==> src/rtl/bp_pkg.sv <==
// Shared branch-predictor types: 2-bit counter encodings, in-flight queue entry, counter update rule.
package bp_pkg;

    localparam logic [1:0] SNT = 2'b00;
    localparam logic [1:0] WNT = 2'b01;
    localparam logic [1:0] WT  = 2'b10;
    localparam logic [1:0] ST  = 2'b11;

    // Widest table index any instance may use; narrower instances zero-extend.
    localparam int BP_IDX_MAX_W = 16;

    typedef struct packed {
        logic [BP_IDX_MAX_W-1:0] idx;
        logic                    pred;
    } q_entry_t;

    // Correct prediction snaps to the strong state; a miss steps one state toward the outcome.
    function automatic logic [1:0] ctr_next(input logic [1:0] ctr,
                                            input logic       taken_actual,
                                            input logic       pred);
        if (pred == taken_actual)
            return taken_actual ? ST : SNT;
        if (pred)
            return (ctr == SNT) ? SNT : ctr - 2'd1;
        return (ctr == ST) ? ST : ctr + 2'd1;
    endfunction

endpackage

==> src/rtl/bp_inflight_fifo.sv <==
// In-order queue of outstanding predictions; 1-cycle write-to-read, head readable combinationally.
// Push ignored when full, pop ignored when empty; clear empties it and beats a same-cycle push or pop.
module bp_inflight_fifo
    import bp_pkg::*;
#(
    parameter int DEPTH = 4
) (
    input  logic                       clk,
    input  logic                       rst_n,
    input  logic                       push,
    input  q_entry_t                   push_dat,
    input  logic                       pop,
    output q_entry_t                   pop_dat,
    input  logic                       clear,
    output logic                       full,
    output logic                       empty,
    output logic [$clog2(DEPTH):0]     count
);
    localparam int AW = $clog2(DEPTH);
    localparam int CW = AW + 1;

    q_entry_t        mem_q [DEPTH];
    q_entry_t        mem_d [DEPTH];
    logic [AW-1:0]   wr_ptr_q, wr_ptr_d;
    logic [AW-1:0]   rd_ptr_q, rd_ptr_d;
    logic [CW-1:0]   count_q, count_d;
    logic            push_ok, pop_ok;

    assign full    = (count_q == CW'(DEPTH));
    assign empty   = (count_q == '0);
    assign count   = count_q;
    assign pop_dat = mem_q[rd_ptr_q];
    assign push_ok = push && !full && !clear;
    assign pop_ok  = pop && !empty && !clear;

    always_comb begin
        mem_d    = mem_q;
        wr_ptr_d = wr_ptr_q;
        rd_ptr_d = rd_ptr_q;
        count_d  = count_q;
        if (clear) begin
            wr_ptr_d = '0;
            rd_ptr_d = '0;
            count_d  = '0;
        end else begin
            if (push_ok) begin
                mem_d[wr_ptr_q] = push_dat;
                wr_ptr_d        = wr_ptr_q + AW'(1);
            end
            if (pop_ok)
                rd_ptr_d = rd_ptr_q + AW'(1);
            count_d = count_q + CW'(push_ok) - CW'(pop_ok);
        end
    end

    always_ff @(posedge clk or negedge rst_n) begin
        if (!rst_n) begin
            wr_ptr_q <= '0;
            rd_ptr_q <= '0;
            count_q  <= '0;
        end else begin
            wr_ptr_q <= wr_ptr_d;
            rd_ptr_q <= rd_ptr_d;
            count_q  <= count_d;
        end
    end

    // Payload needs no reset: it is only read behind a non-zero count.
    always_ff @(posedge clk) begin
        mem_q <= mem_d;
    end

endmodule

==> src/rtl/bht_ctrl.sv <==
// Branch-history-table controller: combinational lookup, update and registered mispredict/flush 1 cycle after resolve.
// Fetch is backpressured by br_ready (registered queue-full); stall freezes all state.
module bht_ctrl
    import bp_pkg::*;
#(
    parameter int IDX_W   = 4,
    parameter int Q_DEPTH = 4,
    parameter int CNT_W   = 16
) (
    input  logic                       clk,
    input  logic                       rst_n,
    input  logic                       stall,
    input  logic                       br_valid,
    input  logic [31:0]                br_pc,
    output logic                       br_ready,
    output logic                       br_taken,
    input  logic                       res_valid,
    input  logic                       res_taken,
    output logic                       mispredict,
    output logic                       flush,
    output logic [$clog2(Q_DEPTH):0]   outstanding,
    output logic                       err_underflow,
    output logic [CNT_W-1:0]           br_cnt,
    output logic [CNT_W-1:0]           miss_cnt
);
    localparam int N = 2 ** IDX_W;

    logic [1:0]       ctr_q [N];
    logic [1:0]       ctr_d [N];
    logic [CNT_W-1:0] br_cnt_q, br_cnt_d;
    logic [CNT_W-1:0] miss_cnt_q, miss_cnt_d;
    logic             mispredict_q, mispredict_d;
    logic             err_q, err_d;

    logic [IDX_W-1:0] idx, hidx;
    q_entry_t         push_dat, head;
    logic             full, empty, push, pop;
    logic             unused_bits;

    assign idx      = br_pc[IDX_W+1:2];
    assign br_taken = ctr_q[idx][1];
    assign br_ready = !full;

    // While flush is high the queue is being cleared, so fetch and execute are both ignored.
    assign push     = br_valid && !full && !stall && !mispredict_q;
    assign pop      = res_valid && !empty && !stall && !mispredict_q;
    assign push_dat = '{idx: BP_IDX_MAX_W'(idx), pred: br_taken};
    assign hidx     = head.idx[IDX_W-1:0];

    assign unused_bits = &{1'b0, br_pc[31:IDX_W+2], br_pc[1:0], head.idx[BP_IDX_MAX_W-1:IDX_W]};

    bp_inflight_fifo #(.DEPTH(Q_DEPTH)) u_fifo (
        .clk      (clk),
        .rst_n    (rst_n),
        .push     (push),
        .push_dat (push_dat),
        .pop      (pop),
        .pop_dat  (head),
        .clear    (mispredict_q),
        .full     (full),
        .empty    (empty),
        .count    (outstanding)
    );

    always_comb begin
        ctr_d        = ctr_q;
        br_cnt_d     = br_cnt_q;
        miss_cnt_d   = miss_cnt_q;
        mispredict_d = 1'b0;
        err_d        = err_q | (res_valid && empty && !stall && !mispredict_q);
        if (pop) begin
            ctr_d[hidx]  = ctr_next(ctr_q[hidx], res_taken, head.pred);
            mispredict_d = (head.pred != res_taken);
            if (br_cnt_q != '1)
                br_cnt_d = br_cnt_q + CNT_W'(1);
            if (mispredict_d && (miss_cnt_q != '1))
                miss_cnt_d = miss_cnt_q + CNT_W'(1);
        end
    end

    always_ff @(posedge clk or negedge rst_n) begin
        if (!rst_n) begin
            for (int i = 0; i < N; i++)
                ctr_q[i] <= WNT;
            br_cnt_q     <= '0;
            miss_cnt_q   <= '0;
            mispredict_q <= 1'b0;
            err_q        <= 1'b0;
        end else begin
            ctr_q        <= ctr_d;
            br_cnt_q     <= br_cnt_d;
            miss_cnt_q   <= miss_cnt_d;
            mispredict_q <= mispredict_d;
            err_q        <= err_d;
        end
    end

    assign mispredict    = mispredict_q;
    assign flush         = mispredict_q;
    assign err_underflow = err_q;
    assign br_cnt        = br_cnt_q;
    assign miss_cnt      = miss_cnt_q;

endmodule

==> config.mk <==
export PLATFORM = sky130hd
export DESIGN_NAME = bht_ctrl
export DESIGN_NICKNAME = d
export VERILOG_FILES = /design/src/rtl/bp_pkg.sv /design/src/rtl/bp_inflight_fifo.sv /design/src/rtl/bht_ctrl.sv
export SDC_FILE = /design/constraint.sdc
export NUM_CORES = 1
export LEC_CHECK = 0
export BUFFER_PORTS_ARGS = -buffer_cell sky130_fd_sc_hd__buf_2
export CAP_MARGIN = 20
export CORE_ASPECT_RATIO = 2
export CORE_UTILIZATION = 56
export DETAILED_ROUTE_END_ITERATION = 7
export PLACE_DENSITY = 0.92
export SLEW_MARGIN = 5
export SYNTH_ARGS = -nofsm -noshare
export SYNTH_HDL_FRONTEND = slang
export SYNTH_SLANG_ARGS = --single-unit
==> constraint.sdc <==
create_clock -name clk -period 2.6 [get_ports clk]
set_input_delay 0.65 -clock clk [delete_from_list [all_inputs] [get_ports clk]]
set_output_delay 0.65 -clock clk [all_outputs]
set_load 0.02 [all_outputs]
After elaboration in Yosys (flattened, before gate mapping)
Index checks and enable logic that the tools add are counted.
{"block": "op_classes", "addsub": 8, "order_cmp": 6, "n_eq_ne": 6, "mux": 34, "n_bitwise": 6, "reduce_logical": 27}
{"op": "$bwmux 68", "n": 1}
{"op": "$bmux 17 s2", "n": 1}
{"op": "$demux 17 s2", "n": 1}
{"op": "$mux 2", "n": 17}
{"op": "$add 16x1->16 const B", "n": 2}
{"op": "$bwmux 32", "n": 1}
{"op": "$ne 16x16->1 const B", "n": 2}
{"op": "$mux 17", "n": 1}
{"op": "$bmux 2 s4", "n": 2}
{"op": "$logic_and 1x1->1", "n": 16}
{"op": "$ge 5x5->1 const B", "n": 2}
{"op": "$mux 5", "n": 2}
{"op": "$not 4->5", "n": 2}
{"op": "$demux 2 s4", "n": 1}
{"op": "$add 2x1->2 const B", "n": 3}
{"op": "$ge 3x3->1 const B", "n": 2}
{"op": "$mux 1", "n": 6}
{"op": "$not 2->3", "n": 2}
{"op": "$reduce_and 2->1", "n": 3}
{"op": "$lt 5x1->1 const B", "n": 1}
{"op": "$logic_not 1->1", "n": 4}
{"op": "$reduce_bool 2->1", "n": 2}
{"op": "$add 3x1->3", "n": 1}
{"op": "$eq 3x3->1 const B", "n": 1}
{"op": "other kinds (11)", "n": 11}
{"block": "word_totals", "reg_bits": 141, "input_bits": 38, "out_inout_bits": 40, "elab_cells": 118}

Logic depth before layout (Yosys ltp)
{"block": "depth", "ltp_word": 15, "depth_mapped": 11, "depth_no_buf": 11}

Hierarchy
Synthesis repeated with hierarchy kept, for this count alone.
{"block": "hier_totals", "hier_cells": 411, "area_unflattened_um2": 6324.8}
{"module": "bht_ctrl", "n_inst": 1, "cells_per_inst": 274, "area_per_inst_um2": 3359.5, "seq_area_each_um2": 1671.6}
{"module": "bp_inflight_fifo", "n_inst": 1, "cells_per_inst": 137, "area_per_inst_um2": 2965.3, "seq_area_each_um2": 2217.1}

Worst setup path after synthesis
Ideal clock, no wire load.
{"block": "synth_path", "kind": "input -> register", "start": "input port stall", "end": "register u_fifo.count_q[2], in the netlist u_fifo.count[2]", "setup_time_ps": 135, "t_arrival_ps": 2336, "path_slack_ps": 129, "path_stages": 11, "n_path_buf": 0, "cell_sequence": "nor2_1 > nand3b_1 > inv_1 > ha_1 > inv_1 > ha_1 > inv_1 > fa_1 > xor2_1 > xnor2_1 > nor2_1"}
{"block": "synth_between", "elab_chain_cells": 8}
{"item": "from (decl)", "line": "bht_ctrl.sv:12", "rtl": "input logic stall,"}
{"item": "$logic_not 1->1 (*)", "line": "bht_ctrl.sv:45, bht_ctrl.sv:46"}
{"item": "$logic_and 1x1->1 (2 in series)", "line": "bht_ctrl.sv:45", "rtl": "assign push = br_valid && !full && !stall && !mispredict_q;"}
{"item": "$logic_and 1x1->1 (2 in series)", "line": "bp_inflight_fifo.sv:33", "rtl": "assign push_ok = push && !full && !clear;"}
{"item": "$add 3x1->3", "line": "bp_inflight_fifo.sv:52", "rtl": "count_d = count_q + CW'(push_ok) - CW'(pop_ok);"}
{"item": "$sub 3x1->3 (*)", "line": "bp_inflight_fifo.sv:52"}
{"item": "$mux 3 (*)", "line": "bp_inflight_fifo.sv:41", "rtl": "if (clear) begin"}
{"item": "net u_fifo.count_d[2]", "line": "bp_inflight_fifo.sv:26", "rtl": "logic [CW-1:0] count_q, count_d;"}
{"item": "to (signal assigned)", "line": "bp_inflight_fifo.sv:64", "rtl": "count_q <= count_d;"}
{"item": "to (decl)", "line": "bp_inflight_fifo.sv:26"}
Mark *: on every way through the listed nets, which the timed path passes. The rest lies on a longest branch.
A chain may end at the register's enable or synchronous reset.

Worst setup path after layout
{"block": "layout_path", "start": "register u_fifo.rd_ptr_q[0]", "end": "register ctr_q[25] (netlist name)"}
{"block": "layout_between", "elab_chain_cells": 15}
{"item": "from (decl)", "line": "bp_inflight_fifo.sv:25", "rtl": "logic [AW-1:0] rd_ptr_q, rd_ptr_d;"}
{"item": "from (signal assigned)", "line": "bp_inflight_fifo.sv:63", "rtl": "rd_ptr_q <= rd_ptr_d;"}
{"item": "$not 2->3 (not written as such) (*)", "line": "bp_inflight_fifo.sv:32", "rtl": "assign pop_dat = mem_q[rd_ptr_q];"}
{"item": "$bmux 17 s2 (*)", "line": "bp_inflight_fifo.sv:32"}
{"item": "$mux 5 (not written as such) (*) (2 in series)", "line": "bp_inflight_fifo.sv:32"}
{"item": "$not 4->5 (not written as such)", "line": "bht_ctrl.sv:72", "rtl": "ctr_d[hidx] = ctr_next(ctr_q[hidx], res_taken, head.pred);"}
{"item": "$bmux 2 s4", "line": "bht_ctrl.sv:72"}
{"item": "$mux 2 (not written as such) (2 in series)", "line": "bht_ctrl.sv:72"}
{"item": "$sub 2x1->2 / $logic_not 2->1 (equally long branches)", "line": "bp_pkg.sv:24", "rtl": "return (ctr == SNT) ? SNT : ctr - 2'd1;"}
{"item": "$mux 2", "line": "bp_pkg.sv:24"}
{"item": "$mux 2", "line": "bp_pkg.sv:23", "rtl": "if (pred)"}
{"item": "$mux 2", "line": "bp_pkg.sv:25", "rtl": "return (ctr == ST) ? ST : ctr + 2'd1;"}
{"item": "$mux 2", "line": "bp_pkg.sv:23"}
{"item": "$mux 2", "line": "bht_ctrl.sv:71", "rtl": "if (pop) begin"}
{"item": "$bwmux 32 (*)", "line": "bht_ctrl.sv:72"}
{"item": "to (signal assigned)", "line": "bht_ctrl.sv:90", "rtl": "ctr_q <= ctr_d;"}
{"item": "to (decl)", "line": "bht_ctrl.sv:28", "rtl": "logic [1:0] ctr_q [N];"}
Mark *: on every way between the ends. The rest lies on a longest branch, timed or not. The select of a mux whose other input is x is not followed.

==> metrics.md <==
| Metric | Value |
|---|---|
| Clk_skew | `0.00810 ns` |
| Lkg Pwr | `2.41 nW` |
| Hold Path Class | `input port to asynchronous set/reset pin` |
| Slew Viols, Final | `0` |
| CP required | `2.81 ns` |
| CTS Buf Count | `9` |
| Final Hold Viols | `0` |
| Ys Warns | `0` |
| Number of vias per cell | `5.89` |
| CTS tree | `built` |
| Critical path endpoint category | `flip-flop` |
| Post-synth top area cell | `dfrtp_1` |
| Synth Area per Inst | `11.7 sq um` |
| Top-area cell type share of the netlist area | `0.316` |
| Average wire per standard cell | `19.1 um` |
| Clock slew at reported path FFs | `0.07 ns` |
| Status | `complete, but fails checks` |
| Post-synth EDFFs | `20` |
| Crit Path Max Fanout | `8` |
| Max Freq | `375 MHz` |
| Final Net Count | `511` |
| FP Rows | `46` |
| Total grt overflow | `0` |
| Worst setup path category | `flip-flop to flip-flop` |
| Non-Filler Instances | `565` |
| Largest net degree at the start of global routing | `53` |
| Placer Congestion | `0.833` |
| CP max stage cell | `mux4_2` |
| Asr flop ratio synth | `0.785` |
| Power Dens Cells | `1200 nW/um^2` |
| Number of fill cells in the layout | `487` |
| Distinct cell type count after synthesis | `49` |
| CTS Hold Buffers Added | `0` |
| Synth Cell Area | `4510 sq um` |
| Io pins | `78` |
| Die Ht | `129 um` |
| Die area | `8440 sq um` |
| Hpwl dp | `7420 um` |
| TritonRoute pass-1 iters | `4` |
| Setup WS post-layout | `-0.0691 ns` |
| R2r startpoint | `u_fifo.rd_ptr_q[0]` |
| Worst slew pin tran | `0.636 ns` |
| Critical path cell sequence | `mux4_2 -> buf_12 -> buf_4 -> mux2i_1 -> mux2i_1 -> mux2i_1 -> mux2i_2 -> o21ai_4 -> a21oi_1` |
| Crit start category | `flip-flop` |
| Initial antenna violation count | `0` |
| Crit path launch | `u_fifo.rd_ptr_q[0]` |
| RSZ-0062 raised after global routing | `yes` |
| Most common cell in the netlist | `nor2_1` |
| Synth Instances | `384` |
| Layout cells sized above 1 | `0.352` |
| Clock Tree Root | `clkbuf_16` |
| Via count | `3327` |
| Later-pin clock latency in the skew report | `0.34 ns` |
| H-tree levels | `3` |
| Initial Utilization | `0.572` |
| DRT antenna net count | `0` |
| Antenna cells | `0` |
| Final Setup Violations | `11` |
| Clk sink count | `93` |
| Worst path most repeated cell | `mux2i_1` |
| Synth top cells by count | `66 x nor2_1, 57 x dfrtp_1, 32 x a21oi_1` |
| First-pass GRT wire length | `16300 um` |
| Syn nets | `431` |
| Flops & latches, synth | `93` |
| Area delta synth->final | `22.5%` |
| DRT Wirelength | `10800 um` |
| Failing checks | `negative setup slack` |
| GR Util All Layers | `0.267` |
| Final period demand of the worst path | `2.67 ns` |
| Final TNS setup | `-0.409 ns` |
| Synth top area cells | `dfrtp_1 32%, edfxtp_1 13%, dfstp_2 9.3%, nor2_1 5.5%, mux2i_1 5.3%` |
| Clk buf depth | `2` |
| Crit path largest cell delay | `0.55 ns` |
| Core area | `7890 sq um` |
| Slew Limit Headroom | `0.572` |
| Worst vdd ir | `0.510 mV` |
| Vias in the first global route | `3230` |
| Chip Width | `65.5 um` |
| Buffers on Ports | `49` |
| Data arrival time of the critical path | `2.88 ns` |
| Drt drc | `0` |
| MaxCap Viol Count | `0` |
| Starting DRC count in detailed routing | `268` |
| Synth Flop Type | `dfrtp_1` |
| Placed insts | `534` |
| Seq/Total Area, Yosys | `0.543` |
| Period utilization | `1.03` |
-- cell usage in the layout (no fill, tap or decap), types with 2 or more instances in the layout --
cell	netlist	final
clkbuf_16	0	9
nor2_1	66	65
and2_1	4	4
nor2b_1	3	2
buf_4	2	24
o21ai_0	2	2
ha_1	8	8
mux2i_2	0	2
nor2b_2	1	2
nand3b_1	4	4
buf_12	0	6
mux2i_1	24	22
dfstp_2	16	16
buf_6	6	3
o21ai_1	3	3
or2b_1	2	2
nand3_1	8	7
clkbuf_1	1	2
nor3_1	4	3
xor2_1	11	11
nand4_1	10	10
mux4_2	9	9
a22oi_2	2	3
o31ai_1	2	2
o21ai_4	0	3
a21oi_2	0	16
dfrtp_1	57	56
nand2_1	22	22
and3_1	4	4
xnor2_1	21	20
buf_2	1	47
edfxtp_1	20	20
a21oi_1	32	16
mux2_2	5	5
clkinv_4	0	2
inv_1	11	11
-- critical path: cells and delay by family (launching register included) --
family,cells,cell delay (ns)
compound gates,2,0.49
buf+inv,2,0.31
flops,1,0.42
mux,5,1.30
-- routing by layer --
metal / part of all wire / vias up / GRT usage
li1: - / 1505 / -
met1: 0.34 / 1670 / 0.274
met2: 0.57 / 114 / 0.488
met3: 0.039 / 38 / 0.0390
met4: 0.047 / 0 / 0.174
met5: 0 / - / 0
-- final cells by class --
cell class	count	area (sq um)	share of cell area
clock buffer	12	246	0.0446
sequential	93	2450	0.443
tap	96	120	0.0217
clock inverter	4	56.3	0.0102
inverter	11	41.3	0.00747
multi-input combinational	269	2040	0.370
timing repair buffer	80	569	0.103
-- path summary, 6_finish.rpt --
path	to	slack (ns)	depth (start not counted)
max in group asynchronous	ctr_q[10]	1.62	2
worst max-delay path	ctr_q[25]	-0.07	9
worst max register to register	ctr_q[25]	-0.07	9
min in group clk	err_underflow	0.46	1
worst min register to register	err_underflow	0.46	1
worst min-delay path	br_cnt[2]	0.28	1
-- repair_timing --
action	4_1_cts	5_1_grt
resized for setup	10	28
setup endpoints to repair	34	37
setup buffers	7	7
pin swaps	2	6
cloned	0	1
-- cell families after synthesis --
kind of cell,count (synthesis),share of synthesized area
fa+ha+maj,9,0.0266
mux,39,0.117
buf+inv,23,0.0361
compound gates,52,0.0760
xor+xnor,32,0.0621
flops,93,0.543
simple gates,136,0.140
-- power by group --
part           internal [mW]  leakage, nW  switching, mW
logic                   1.32         1.18           1.67
registers               1.99         1.08          0.363
clock network          0.778        0.147          0.531
-- sequential cells by signal, indices dropped and copies added (netlist names) --
name	flops
ctr_q	32
u_fifo.count	3
u_fifo.mem_q	20
br_cnt	16
u_fifo.rd_ptr_q	2
flush	1
err_underflow	1
miss_cnt	16
u_fifo.wr_ptr_q	2
-- per-stage QoR --
stage | cell area (sq um) | worst slack [ns] | util | hold WS (ns) | total power, mW
2_1_floorplan | 4510 | 0.129 | - | 0.354 | 4.10
5_1_grt | 5520 | -0.136 | 0.701 | 0.321 | 6.95
3_5_place_dp | 4890 | -0.253 | 0.621 | 0.450 | 4.67
6_report | 5520 | -0.0691 | 0.701 | 0.277 | 6.65
3_3_place_gp | 4890 | -0.176 | 0.621 | 0.446 | 4.49
4_1_cts | 5330 | 0.00619 | 0.676 | 0.287 | 6.26
Power figures use the tool's default switching activity.
